==> src/rtl/weight_bank.sv <==
// weight_bank: sequentially loaded weight store with full snapshot and registered random read
module weight_bank #(
    parameter int DWIDTH = 32,
    parameter int DEPTH  = 17,
    localparam int AW    = $clog2(DEPTH)
) (
    input  logic                    clk,
    input  logic                    rst,
    input  logic                    load_valid,
    input  logic [DWIDTH-1:0]       load_data,
    output logic                    load_ready,
    input  logic                    clear,
    input  logic                    enable,
    output logic [DEPTH*DWIDTH-1:0] params,
    output logic                    params_valid,
    output logic                    loaded,
    output logic [AW:0]             load_count,
    input  logic [AW-1:0]           rd_addr,
    output logic [DWIDTH-1:0]       rd_data
);
    localparam logic [0:0]  LOAD    = 1'b0;
    localparam logic [0:0]  READY   = 1'b1;
    localparam logic [AW:0] LAST    = (AW+1)'(DEPTH - 1);
    localparam logic [AW:0] DEPTH_C = (AW+1)'(DEPTH);
    logic [0:0]              state;
    logic [DWIDTH-1:0]       mem [DEPTH];
    logic [DEPTH*DWIDTH-1:0] snap;
    logic                    accept;
    assign load_ready = state == LOAD && !rst;
    assign accept     = load_valid && load_ready && !clear;
    assign loaded     = state == READY;
    genvar i;
    generate
        for (i = 0; i < DEPTH; i++) begin : g_snap
            assign snap[i*DWIDTH +: DWIDTH] = mem[i];
        end
    endgenerate
    // storage is never reset; only accepted loads write it
    always_ff @(posedge clk)
        if (accept) mem[load_count[AW-1:0]] <= load_data;
    // load progress and LOAD/READY state; last accepted word moves to READY
    always_ff @(posedge clk)
        if (rst || clear) begin
            state      <= LOAD;
            load_count <= '0;
        end else if (accept) begin
            load_count <= load_count + 1'b1;
            if (load_count == LAST) state <= READY;
        end
    // snapshot of the whole bank, taken only from a complete load
    always_ff @(posedge clk)
        if (rst) begin
            params       <= '0;
            params_valid <= 1'b0;
        end else if (clear) begin
            params_valid <= 1'b0;
        end else if (enable && state == READY) begin
            params       <= snap;
            params_valid <= 1'b1;
        end
    // registered read; same-edge writes are not visible, out-of-range reads return zero
    always_ff @(posedge clk)
        if (rst) rd_data <= '0;
        else rd_data <= ({1'b0, rd_addr} < DEPTH_C) ? mem[rd_addr] : '0;
endmodule

==> config.mk <==
export PLATFORM = sky130hd
export DESIGN_NAME = weight_bank
export DESIGN_NICKNAME = d
export VERILOG_FILES = /design/src/rtl/weight_bank.sv
export SDC_FILE = /design/constraint.sdc
export NUM_CORES = 2
export LEC_CHECK = 0
export ABC_CLOCK_PERIOD_IN_PS = 5400
export CAP_MARGIN = 20
export CORE_MARGIN = 8
export CORE_UTILIZATION = 50
export DETAILED_ROUTE_END_ITERATION = 16
export HOLD_SLACK_MARGIN = 0.08
export PLACE_DENSITY = 0.69
export SETUP_SLACK_MARGIN = 0.3
export SLEW_MARGIN = 20
export SYNTH_ARGS = -nofsm -noshare
export SYNTH_HDL_FRONTEND = slang
export SYNTH_SLANG_ARGS = --single-unit
==> constraint.sdc <==
create_clock -name clk -period 5.4 [get_ports clk]
set_clock_uncertainty 0.1 [all_clocks]
set_input_delay 1.08 -clock clk [delete_from_list [all_inputs] [get_ports clk]]
set_output_delay 1.08 -clock clk [all_outputs]
set_load 0.005 [all_outputs]
**Word level (Yosys, flattened, before mapping)**

Memories as Yosys holds them, arrays and structs flattened. A register that Yosys moved wholly into a read port is not among the register bits.
Index checks and enable logic that the tools add are counted.

- Add/subtract/negate cells: 1
- Magnitude comparators: 1
- Equal/unequal tests: 1
- Mux-type cells: 2
- Bitwise operators: 3
- Reduce and logical (&&, ||, !) cells: 11

Operators with widths:

| kind | count |
|---|---|
| adder 6 x 1 -> 6 bit (second input constant) | 1 |
| == test 6 x 5 -> 1 bit (second input constant) | 1 |
| less-than comparator 5 bit (second input constant) | 1 |
| logical AND 1 bit | 4 |
| AND reduction 2 bit | 2 |
| OR reduction 2 bit | 2 |
| inverter 1 bit | 3 |
| logical NOT 1 bit | 2 |
| 2-to-1 mux 1 bit | 2 |
| logical OR 1 bit | 1 |

- Flip-flop bits (word level): 8
- Memory bits (writable): 544
- Output and inout bits: 585
- Logic and storage cells: 23
- Memories: 1

Memory list:

| memory | depth | bits a word | read ports | clocked after Yosys merged registers in | wr ports | RTL line | source |
|---|---|---|---|---|---|---|---|
| mem | 17 | 32 | 18 | 18 | 1 | 26 | `logic [DWIDTH-1:0] mem [DEPTH];` |

**Logic depth before layout (Yosys ltp)**

- Depth after elaboration: 6
- Depth in mapped cells: 8

**Worst setup path before layout**

Ideal clock, no wire load.

- Path kind: input to register
- Start point: in rst
- End point: mem mem[15][0], enable pin
- Library setup time: 421 ps
- Data arrival time: 3,195 ps
- Data required time: 4,879 ps
- Path slack: 1,684 ps
- Stages on the path: 4
- Cell sequence: buf_2 -> nor4b_4 -> nand2_1 -> nor2_1

- Word-level cells in the longest chain between the ends: 6

Ends and longest elaborated chain:

| item | RTL line | source |
|---|---|---|
| from (decl) | 8 | `input logic rst,` |
| logical NOT 1 bit | 29 | `assign load_ready = state == LOAD && !rst;` |
| logical AND 1 bit | 29 |  |
| logical AND 1 bit (2 in a row) | 30 | `assign accept = load_valid && load_ready && !clear;` |
| 2-to-1 mux 1 bit | 40 | `if (accept) mem[load_count[AW-1:0]] <= load_data;` |
| 2-to-1 mux 1 bit (not written as such) | 40 |  |
| to (decl) | 26 |  |

Every way passes these cells.

**Worst setup path after layout**

- Start point: in clear
- End point: mem mem[26][15], enable pin

- Word-level cells in the longest chain between the ends: 4

Ends and longest elaborated chain:

| item | RTL line | source |
|---|---|---|
| from (decl) | 12 | `input logic clear,` |
| logical NOT 1 bit | 30 |  |
| logical AND 1 bit | 30 |  |
| 2-to-1 mux 1 bit | 40 |  |
| 2-to-1 mux 1 bit (not written as such) | 40 |  |

Every way passes these cells.

==> results.md <==
* Reg2reg start: loaded$_SDFFE_PP0P_
* R2R depth at 4
* Total iterations of the first detailed-routing run at 6
* Ys Warns at 0
* Share of final-layout standard cells stronger than drive strength 1 at 11.12%
* Arrival time worst endpoint at 3780 ps
* Relative area change from synthesis to final layout at 22.35%
* Routed Antenna Nets at 0
* CTS max path bufs at 3
* Count of final setup violators at 0
* Aggregate global routing overflow at 0
* CTS Hold Buffers Added at 0
* Number of flip-flops and latches in the synthesized netlist at 1608
* TritonCTS clock tree: built
* Row cnt at 126
* Tightest slew margin relative to the limit at 18.31%
* Maximum clock frequency at 290.4 MHz
* Mean area per synthesized cell at 13.48 um2
* Number of sinks on the clock net at 1608
* Synthesized area at 58920 um2
* Power density normalized to cell area at 349.6 nW/um2
* Final setup TNS at 0 ps
* Maximum number of pins on one net before global-route repair at 186
* Top cell type's share of synthesized area at 52.19%
* H-tree depth reported by CTS at 4
* Crit Path Max Fanout at 19
* Cell accounting for the most synthesized area: edfxtp_1
* Die height at 359.3 um
* Data required time at the worst endpoint at 5740 ps
* Crit path from: clear
* Resized Gates After CTS at 0
* CP endpoint: mem[26][15]$_DFFE_PP_
* CP Class: input port to flop
* Unique masters post-synth at 35
* Core outline area at 117500 um2
* Port Buffer Count at 626
* Number of global-route vias before repair at 37810
* Overall fraction of global-route tracks in use at 29.72%
* Flop2flop setup slack at 2330 ps
* Number of buffers added by the clock tree synthesis step at 158
* Endpoint class of the critical path: flop
* Run status: finished, final reports clean
* Number of primary I/O pins at 627
* Startpoint type of the worst setup path: input port
* Final max-slew violation count at 0
* Peak per-stage delay on the critical path at 760 ps
* Maximum resistive drop on vdd at 0.3115 mV
* Layout net count at 5009
* HPWL reported at the end of detailed placement at 136500 um
* Max cap viols at 0
* DRC at 0
* Hold violation count in the final report at 0
* Gate count of the mapped netlist at 4372
* Final wirelength at 199000 um
* Reg2reg end: mem[26][15]$_DFFE_PP_
* Time the final worst path needs with I/O delays and setup at 3444 ps
* Class of the tightest hold or removal check: flop to flop
* Sequential share of the synthesized area at 72.04%
* Unrepaired setup endpoints after global routing: no
* Clock root cell: clkbuf_16
* Global-route wire length before repair at 279100 um
* Number of antenna violations at the first check in global routing at 6
* 1st-iter DRT viols at 5597
* Cell types occupying the most area after synthesis: edfxtp_1, dfxtp_1, nand2_1, a21oi_1, mux4_2
* Starting density of the core at 50.16%
* DIE WIDTH at 359.3 um
* Final core utilization at 61.37%
* Top flip-flop cell by instance count after synthesis: edfxtp_1
* Number of post-CTS setup repair buffers at 0
* Count of vias placed by the detailed router at 39710
* Via-per-instance ratio at 5.983
* Async S/R FF share, synth at 0%
* Transition time of the tightest slew-check pin at 1225 ps
* Clk_lat worst skew at 780 ps
* Die area at 129100 um2
* Fill cell count at 9042
* Final period util at 63.77%
* Critical-path top delay cell: nor2_2
* Clock slew seen by the registers of the worst setup and hold paths at 60 ps
* Nets in the synthesized netlist at 4418
* Number of enable-type register cells in the synthesized netlist at 1024
* Last weighted congestion value of the routability-driven placer at 0.9621
* LEAKAGE at 23.43 nW
* Average wire length per cell after detail routing at 29.98 um
* Series of cell instances along the critical path: clkdlybuf4s50_1, nor4b_4, nand2_1, nor2_2, buf_4
[cells in the mapped netlist, drive strengths merged (3+ instances only)]
cell    instances
nor2b           5
buf           125
nor2           46
edfxtp       1024
xor2            4
a21oi         611
inv             3
a22o           32
nand3b          3
nand2        1160
a31oi          32
mux2i         256
a22oi          64
dfxtp         584
nand3          65
a221oi         32
or2             3
ha              4
clkbuf        174
mux4          128
[state kept, by name (all words and copies together) (netlist names)]
register / flops
rd_data: 32
load_count: 6
params_valid: 1
mem: 1024
params: 544
loaded: 1
[cell type report]
type / count / area [um2] / share of cell area [%]
inverters: 3 / 11.26 / 0.01562
clock inverters: 80 / 850.8 / 1.180
repair buffers: 730 / 7176 / 9.955
well taps: 1536 / 1922 / 2.666
flip-flops and latches: 1608 / 42440 / 58.88
multi-input cells: 2462 / 15290 / 21.21
clock buffers: 216 / 4384 / 6.082
diodes: 2 / 5.005 / 0.006943
[kinds of logic (layout without fill, tap and decap cells)]
family	count (synthesis)	count (layout)	synth area share, %
XOR/XNOR	5	5	0.07433
multiplexers	384	384	9.242
AND/OR/NAND/NOR	1297	1297	8.563
AO/OA/AOI/OAI	772	772	7.631
other	0	2	0
buffers and inverters	302	1029	2.368
adder cells (fa/ha/maj)	4	4	0.08495
flip-flops	1608	1608	72.04
[worst min path at each step]
stage	cells past startpoint	endpoint	slack [ps]	from
4_1_cts	2	params[326]$_SDFFE_PP0P_	350	params[326]$_SDFFE_PP0P_
3_3_place_gp	2	params[345]$_SDFFE_PP0P_	340	params[345]$_SDFFE_PP0P_
6_report	2	params[326]$_SDFFE_PP0P_	350	params[326]$_SDFFE_PP0P_
3_5_place_dp	2	params[276]$_SDFFE_PP0P_	350	params[276]$_SDFFE_PP0P_
2_1_floorplan	2	params[0]$_SDFFE_PP0P_	350	params[0]$_SDFFE_PP0P_
5_1_grt	2	params[377]$_SDFFE_PP0P_	370	params[377]$_SDFFE_PP0P_
[routing by layer]
metal | GRT usage [%] | up-vias | share of wire, %
li1 | - | 17020 | -
met1 | 41.06 | 19870 | 39
met2 | 45.16 | 2491 | 45
met3 | 8.768 | 329 | 13
met4 | 9.956 | 0 | 3.6
met5 | 0 | - | 0
[critical path: cells and delay by family]
family	cells	cell delay (ps)
simple gates	3	1750
buf+inv	2	940
[layout by cell type, fill, tap and decap left out, drive strengths merged, types with 64 or more instances in the layout]
| master | n |
|---|---|
| a21oi | 611 |
| a22oi | 64 |
| buf | 122 |
| clkbuf | 216 |
| clkdlybuf4s50 | 608 |
| dfxtp | 584 |
| edfxtp | 1024 |
| mux2i | 256 |
| mux4 | 128 |
| nand2 | 1160 |
| nand3 | 65 |
[report_power, final]
part	internal (mW)	switching, mW
Clock	6.40	4.74
Combinational	0.281	0.669
Sequential	13.1	0.0376
Total	19.8	5.44
[through the flow]
| step | hold slack (ps) | worst slack (ps) | instances | power [mW] | instance area (um2) |
|---|---|---|---|---|---|
| 2_1_floorplan | 352.7 | 1684 | 4372 | 13.82 | 58920 |
| 3_3_place_gp | 342.5 | 1316 | 6337 | 14.29 | 66800 |
| 3_5_place_dp | 345.4 | 1170 | 6338 | 14.30 | 66810 |
| 4_1_cts | 353.6 | 1958 | 6634 | 25.23 | 72050 |
| 5_1_grt | 370.1 | 1810 | 6635 | 25.76 | 72080 |
| 6_report | 352.2 | 1956 | 6637 | 25.20 | 72080 |
Power figures use the tool's default switching activity.
